==> src/rtl/datapath_pkg.sv <==
// Shared definitions for the five-stage datapath: opcodes, instruction
// field positions and the decoded stage-register payload.
package datapath_pkg;

  localparam int unsigned INSTR_W   = 32;
  localparam int unsigned OP_W      = 4;
  localparam int unsigned REG_IDX_W = 5;
  localparam int unsigned IMM_W     = 12;

  localparam int unsigned OP_LSB  = 28;
  localparam int unsigned IE_BIT  = 27;
  localparam int unsigned RD_LSB  = 22;
  localparam int unsigned R1_LSB  = 17;
  localparam int unsigned R2_LSB  = 12;
  localparam int unsigned IMM_LSB = 0;

  localparam logic [OP_W-1:0] OP_ADD = 4'd0;
  localparam logic [OP_W-1:0] OP_SUB = 4'd1;
  localparam logic [OP_W-1:0] OP_AND = 4'd2;
  localparam logic [OP_W-1:0] OP_OR  = 4'd3;
  localparam logic [OP_W-1:0] OP_XOR = 4'd4;
  localparam logic [OP_W-1:0] OP_SLT = 4'd5;
  localparam logic [OP_W-1:0] OP_JMP = 4'd7;

  typedef struct packed {
    logic                 valid;
    logic [OP_W-1:0]      op;
    logic                 ie;
    logic [REG_IDX_W-1:0] rd;
    logic [REG_IDX_W-1:0] r1;
    logic [REG_IDX_W-1:0] r2;
    logic [IMM_W-1:0]     imm;
  } stage_t;

  function automatic stage_t decode(input logic valid, input logic [INSTR_W-1:0] instr);
    stage_t s;
    s.valid = valid;
    s.op    = instr[OP_LSB +: OP_W];
    s.ie    = instr[IE_BIT];
    s.rd    = instr[RD_LSB +: REG_IDX_W];
    s.r1    = instr[R1_LSB +: REG_IDX_W];
    s.r2    = instr[R2_LSB +: REG_IDX_W];
    s.imm   = instr[IMM_LSB +: IMM_W];
    return s;
  endfunction

  // Register 0 and indices beyond the implemented file are never real storage.
  function automatic logic reg_in_range(input logic [REG_IDX_W-1:0] r, input int unsigned n);
    return (r != '0) && (32'(r) < n);
  endfunction

endpackage

==> src/rtl/regfile.sv <==
// NUM_REGS x XLEN register file: two asynchronous read ports, one
// synchronous write port; r0 and out-of-range indices read 0 and drop writes.
module regfile
  import datapath_pkg::*;
#(
  parameter int unsigned XLEN     = 32,
  parameter int unsigned NUM_REGS = 32
) (
  input  logic                 clk,
  input  logic                 rst_n,
  input  logic [REG_IDX_W-1:0] raddr_a_i,
  input  logic [REG_IDX_W-1:0] raddr_b_i,
  output logic [XLEN-1:0]      rdata_a_c_o,
  output logic [XLEN-1:0]      rdata_b_c_o,
  input  logic                 we_i,
  input  logic [REG_IDX_W-1:0] waddr_i,
  input  logic [XLEN-1:0]      wdata_i
);

  localparam int unsigned IDX_W = (NUM_REGS > 1) ? $clog2(NUM_REGS) : 1;

  logic [XLEN-1:0] regs_q [NUM_REGS];

  always_ff @(posedge clk or negedge rst_n) begin
    if (!rst_n) begin
      for (int i = 0; i < int'(NUM_REGS); i++) regs_q[i] <= '0;
    end else if (we_i && reg_in_range(waddr_i, NUM_REGS)) begin
      regs_q[waddr_i[IDX_W-1:0]] <= wdata_i;
    end
  end

  always_comb begin
    rdata_a_c_o = reg_in_range(raddr_a_i, NUM_REGS) ? regs_q[raddr_a_i[IDX_W-1:0]] : '0;
    rdata_b_c_o = reg_in_range(raddr_b_i, NUM_REGS) ? regs_q[raddr_b_i[IDX_W-1:0]] : '0;
  end

endmodule

==> src/rtl/pipe_datapath.sv <==
// Five-stage (F, D, RF, EX, WB) integer datapath with full operand
// forwarding and a JMP resolved in EX that squashes the two younger stages.
module pipe_datapath
  import datapath_pkg::*;
#(
  parameter int unsigned             ADDRESS_SIZE = 32,
  parameter int unsigned             XLEN         = 32,
  parameter logic [ADDRESS_SIZE-1:0] BOOT_ADDRESS = ADDRESS_SIZE'(32'h1000),
  parameter int unsigned             NUM_REGS     = 32
) (
  input  logic                    clk,
  input  logic                    reset,
  output logic                    imem_req,
  output logic [ADDRESS_SIZE-1:0] imem_addr,
  input  logic                    imem_valid,
  input  logic [INSTR_W-1:0]      imem_rdata,
  output logic                    wb_valid,
  output logic [REG_IDX_W-1:0]    wb_rd,
  output logic [XLEN-1:0]         wb_data
);

  logic                    req_q;
  logic [ADDRESS_SIZE-1:0] pc_q, pc_d;
  logic                    d_valid_q, d_valid_d;
  logic [INSTR_W-1:0]      d_instr_q, d_instr_d;
  logic [ADDRESS_SIZE-1:0] d_pc_q, d_pc_d;
  stage_t                  rf_q, rf_d;
  logic [ADDRESS_SIZE-1:0] rf_pc_q, rf_pc_d;
  logic                    ex_valid_q, ex_valid_d;
  logic [OP_W-1:0]         ex_op_q, ex_op_d;
  logic [REG_IDX_W-1:0]    ex_rd_q, ex_rd_d;
  logic [IMM_W-1:0]        ex_imm_q, ex_imm_d;
  logic [ADDRESS_SIZE-1:0] ex_pc_q, ex_pc_d;
  logic [XLEN-1:0]         ex_a_q, ex_a_d;
  logic [XLEN-1:0]         ex_b_q, ex_b_d;
  logic                    wb_valid_q, wb_valid_d;
  logic [REG_IDX_W-1:0]    wb_rd_q, wb_rd_d;
  logic [XLEN-1:0]         wb_data_q, wb_data_d;

  logic [XLEN-1:0]         rf_rdata_a, rf_rdata_b;
  logic [XLEN-1:0]         alu_res;
  logic                    ex_writes;
  logic                    redirect;
  logic                    fetch_ok;
  logic [ADDRESS_SIZE-1:0] jmp_target;

  regfile #(
    .XLEN     (XLEN),
    .NUM_REGS (NUM_REGS)
  ) u_regfile (
    .clk         (clk),
    .rst_n       (reset),
    .raddr_a_i   (rf_q.r1),
    .raddr_b_i   (rf_q.r2),
    .rdata_a_c_o (rf_rdata_a),
    .rdata_b_c_o (rf_rdata_b),
    .we_i        (wb_valid_q),
    .waddr_i     (wb_rd_q),
    .wdata_i     (wb_data_q)
  );

  always_comb begin
    alu_res = '0;
    unique case (ex_op_q)
      OP_ADD:  alu_res = ex_a_q + ex_b_q;
      OP_SUB:  alu_res = ex_a_q - ex_b_q;
      OP_AND:  alu_res = ex_a_q & ex_b_q;
      OP_OR:   alu_res = ex_a_q | ex_b_q;
      OP_XOR:  alu_res = ex_a_q ^ ex_b_q;
      OP_SLT:  alu_res = XLEN'($signed(ex_a_q) < $signed(ex_b_q));
      default: alu_res = '0;
    endcase
  end

  assign ex_writes  = ex_valid_q && (ex_op_q <= OP_SLT);
  assign redirect   = ex_valid_q && (ex_op_q == OP_JMP);
  assign jmp_target = ex_pc_q + ADDRESS_SIZE'($signed({ex_imm_q, 2'b00}));

  // Operand bypass: the instruction one ahead (EX) beats the one two ahead (WB).
  function automatic logic [XLEN-1:0] fwd(input logic [REG_IDX_W-1:0] r,
                                          input logic [XLEN-1:0]      rf_val);
    if (!reg_in_range(r, NUM_REGS)) return '0;
    if (ex_writes && (ex_rd_q == r)) return alu_res;
    if (wb_valid_q && (wb_rd_q == r)) return wb_data_q;
    return rf_val;
  endfunction

  always_comb begin
    fetch_ok   = req_q && imem_valid;
    pc_d       = pc_q;
    d_instr_d  = d_instr_q;
    d_pc_d     = d_pc_q;

    if (redirect)      pc_d = jmp_target;
    else if (fetch_ok) pc_d = pc_q + ADDRESS_SIZE'(4);

    d_valid_d = fetch_ok && !redirect;
    if (fetch_ok) begin
      d_instr_d = imem_rdata;
      d_pc_d    = pc_q;
    end

    rf_d    = decode(d_valid_q && !redirect, d_instr_q);
    rf_pc_d = d_pc_q;

    ex_valid_d = rf_q.valid && !redirect;
    ex_op_d    = rf_q.op;
    ex_rd_d    = rf_q.rd;
    ex_imm_d   = rf_q.imm;
    ex_pc_d    = rf_pc_q;
    ex_a_d     = fwd(rf_q.r1, rf_rdata_a);
    ex_b_d     = rf_q.ie ? XLEN'($signed(rf_q.imm)) : fwd(rf_q.r2, rf_rdata_b);

    wb_valid_d = ex_writes;
    wb_rd_d    = ex_writes ? ex_rd_q : '0;
    wb_data_d  = ex_writes ? alu_res : '0;
  end

  always_ff @(posedge clk or negedge reset) begin
    if (!reset) begin
      req_q      <= 1'b0;
      pc_q       <= BOOT_ADDRESS;
      d_valid_q  <= 1'b0;
      d_instr_q  <= '0;
      d_pc_q     <= '0;
      rf_q       <= '0;
      rf_pc_q    <= '0;
      ex_valid_q <= 1'b0;
      ex_op_q    <= '0;
      ex_rd_q    <= '0;
      ex_imm_q   <= '0;
      ex_pc_q    <= '0;
      ex_a_q     <= '0;
      ex_b_q     <= '0;
      wb_valid_q <= 1'b0;
      wb_rd_q    <= '0;
      wb_data_q  <= '0;
    end else begin
      req_q      <= 1'b1;
      pc_q       <= pc_d;
      d_valid_q  <= d_valid_d;
      d_instr_q  <= d_instr_d;
      d_pc_q     <= d_pc_d;
      rf_q       <= rf_d;
      rf_pc_q    <= rf_pc_d;
      ex_valid_q <= ex_valid_d;
      ex_op_q    <= ex_op_d;
      ex_rd_q    <= ex_rd_d;
      ex_imm_q   <= ex_imm_d;
      ex_pc_q    <= ex_pc_d;
      ex_a_q     <= ex_a_d;
      ex_b_q     <= ex_b_d;
      wb_valid_q <= wb_valid_d;
      wb_rd_q    <= wb_rd_d;
      wb_data_q  <= wb_data_d;
    end
  end

  assign imem_req  = req_q;
  assign imem_addr = pc_q;
  assign wb_valid  = wb_valid_q;
  assign wb_rd     = wb_rd_q;
  assign wb_data   = wb_data_q;

endmodule

==> config.mk <==
export PLATFORM = sky130hd
export DESIGN_NAME = pipe_datapath
export DESIGN_NICKNAME = d
export VERILOG_FILES = /design/src/rtl/datapath_pkg.sv /design/src/rtl/regfile.sv /design/src/rtl/pipe_datapath.sv
export SDC_FILE = /design/constraint.sdc
export NUM_CORES = 2
export LEC_CHECK = 0
export CAP_MARGIN = 20
export CORE_ASPECT_RATIO = 1.75
export CORE_UTILIZATION = 60
export DETAILED_ROUTE_END_ITERATION = 10
export PLACE_DENSITY = 0.82
export REMOVE_ABC_BUFFERS = 1
export SYNTH_ARGS = -nofsm -noshare
export SYNTH_HDL_FRONTEND = slang
export SYNTH_SLANG_ARGS = --single-unit
==> constraint.sdc <==
create_clock -name clk -period 4.5 [get_ports clk]
set_input_delay 0.675 -clock clk [delete_from_list [all_inputs] [get_ports clk]]
set_output_delay 0.675 -clock clk [all_outputs]
set_load 0.02 [all_outputs]
==> results.sh <==
export IMPL_setup_viol=0
export IMPL_worstPathMaxFanout=12
export IMPL_syn_cell_area_sq_um=71900
export IMPL_ant_nets=0
export IMPL_drt_first_pass_iters=6
export IMPL_numCtsBuffers=117
export IMPL_p_per_area_nw_per_um2=373
export IMPL_postPlaceCellArea_sq_um=75400
export IMPL_ys_top_cells_by_count="dfrtp_1 (1342), mux2_2 (998), mux4_2 (636), nand2_1 (332), clkbuf_1 (321)"
export IMPL_pin_count=106
export IMPL_layout_nets=5339
export IMPL_n_fill_cell=7937
export IMPL_ys_types=92
export IMPL_seq_area_frac_synth_pct=46.8
export IMPL_grt_pass1_vias=51800
export IMPL_routedWlPerCell_microns=34.1
export IMPL_tightest_slew_ns=1.19
export IMPL_cap_viol_max_count=0
export IMPL_cp_required_ns=5.20
export IMPL_synth_main_ff_cell="dfrtp_1"
export IMPL_die_h_microns=460
export IMPL_drive_gt1_share_pct=41.0
export IMPL_synth_most_common_cell="dfrtp_1"
export IMPL_final_setup_skew_ns=0.0569
export IMPL_slew_violations=0
export IMPL_fin_crit_ns=4.04
export IMPL_synth_edff_count=0
export IMPL_post_route_worst_setup_slack_ns=0.458
export IMPL_drc=0
export IMPL_synth_area_top_cells="dfrtp_1 (47%), mux4_2 (20%), mux2_2 (16%)"
export IMPL_critPathKind="reg2reg"
export IMPL_worstSetupStartpointType="flop"
export IMPL_yosysWarnings=0
export IMPL_post_dp_hpwl_mm=147
export IMPL_drtIter0Drc=5049
export IMPL_gp_congestion=1.04
export IMPL_yosysTopAreaCell="dfrtp_1"
export IMPL_vias=48600
export IMPL_grt_max_degree=121
export IMPL_arrival_ns=4.74
export IMPL_overflow=0
export IMPL_die_width_microns=264
export IMPL_dieArea_sq_um=121000
export IMPL_run_status="finished clean"
export IMPL_core_area_sq_um=118000
export IMPL_area_delta_synth_final_pct=10.9
export IMPL_ir_worst_vdd_mv=0.307
export IMPL_start_util_pct=60.7
export IMPL_postSynthAreaPerCell_sq_um=13.8
export IMPL_viasPerCell=7.15
export IMPL_numClockSinks=1343
export IMPL_numPortBuffers=105
export IMPL_wl_mm=232
export IMPL_rows=167
export IMPL_ys_ff_latch=1343
export IMPL_leakagePower_uw=0.0361
export IMPL_synth_cells=5193
export IMPL_track_usage_pct=39.1
export IMPL_pre_cts_ws_ns=0.580
export IMPL_cts_tree="done"
export IMPL_clock_fmax_mhz=247
export IMPL_rsz0062_at_grt="no"
export IMPL_final_area_sq_um=79700
export IMPL_end_kind="flop"
export IMPL_cts_resized_gates=0
export IMPL_synthArstFlopShare_pct=100
export IMPL_cts_clk_slew_worst_paths_ns=0.07
export IMPL_cts_buffer_depth=3
export IMPL_cts_root_buf="clkbuf_16"
export IMPL_maxSlewHeadroom_pct=20.3
export IMPL_grt_pass1_wl_mm=343
export IMPL_hold_path_class="reg2reg"
export IMPL_antenna_found_initial=3
export IMPL_hold_viol=0
export IMPL_synth_top_area_share_pct=46.7
export IMPL_post_route_period_util_pct=89.8
export IMPL_insertion_delay_ns=0.79
export IMPL_htreeDepth=3
-- critical path, cell delays in order, from the launching register on --
cell	delay, ns
dfrtp_1	0.55
inv_1	0.49
a211o_1	0.41
inv_1	0.34
nand4_1	0.18
nor3_2	0.31
nor2_1	0.09
nand2_1	0.80
o22ai_1	0.26
nor2_1	0.30
nor2_1	0.08
a31oi_1	0.15
-- cell type report --
type	instances	area [sq um]	share of cell area [%]
Clock buffer	155	3340	4.20
Sequential cell	1343	33600	42.2
Multi-Input combinational cell	3258	36100	45.3
Timing Repair Buffer	340	3420	4.29
Clock inverter	68	915	1.15
Inverter	108	405	0.509
Tap cell	1521	1900	2.39
Antenna cell	1	2.50	0.00314
-- power breakdown --
part / switching, uW / total, uW / leakage (uW) / internal (uW)
Sequential: 744 / 13400 / 0.0183 / 12600
Clock: 4910 / 11200 / 0.00207 / 6260
Combinational: 3200 / 5200 / 0.0157 / 2000
-- flip-flops by register name, summed over array words and instances, names as in the netlist, 32 cells and up --
name and flops:
d_pc_q 32, ex_pc_d 32, ex_pc_q 32, wb_data 32, u_regfile.regs_q 1024, imem_addr 32
ex_a_q 32, d_instr_q 32, ex_b_q 32
-- routing by layer --
layer	GRT usage, %	wire length [microns]	vias to the layer above
li1	-	-	19400
met1	45.2	77800	25500
met2	62.8	112000	2743
met3	8.33	19200	995
met4	32.4	22400	4
met5	0	32	-
-- final timing paths --
path	start	to	slack (ns)	cells after the start
min in group asynchronous	reset	u_regfile.regs_q[371]	0.48	2
setup / recovery	ex_valid_q	ex_b_q[26]	0.46	11
hold / removal	ex_pc_d[20]	ex_pc_q[20]	0.35	0
hold reg to reg	ex_pc_d[20]	ex_pc_q[20]	0.35	0
max in group asynchronous	reset	u_regfile.regs_q[579]	2.61	3
setup reg to reg	ex_valid_q	ex_b_q[26]	0.46	11
-- placed cells by master, fill, tap and decap left out, drive strengths merged, types with 114 or more instances in the layout --
master     n
dfrtp   1342
mux2     998
mux4     636
nand2    332
buf      235
nor2     224
a21oi    182
clkbuf   155
ha       133
inv      114
-- cells by family (layout without fill, tap and decap cells) --
family / count (synthesis) / count (layout) / share of synthesized area (%)
mux: 1706 / 1706 / 36.6
flops: 1343 / 1343 / 46.8
simple gates: 761 / 761 / 4.68
buf+inv: 592 / 671 / 3.32
compound gates: 559 / 559 / 5.10
fa+ha+maj: 136 / 136 / 2.40
xor+xnor: 95 / 95 / 1.16
other cells: 1 / 2 / 0.00522
-- what timing repair did --
item / CTS / global route
endpoints found under the hold margin: 102 / 0
setup buffers: 0 / 0
hold buffers: 1 / 0
-- metrics by stage --
stage               hold WS, ns  std cells  utilization, %  total power [uW]  setup TNS, ns
floorplan                 0.331       4709               -             16500        -512.09
global placement          0.332       6567            63.6             18600              0
detailed placement        0.335       6568            63.6             18600              0
CTS                       0.351       6792            67.2             29700              0
global route              0.358       6794            67.3             30600              0
finish                    0.348       6794            67.3             29700              0
(Power assumes the default switching activity.)
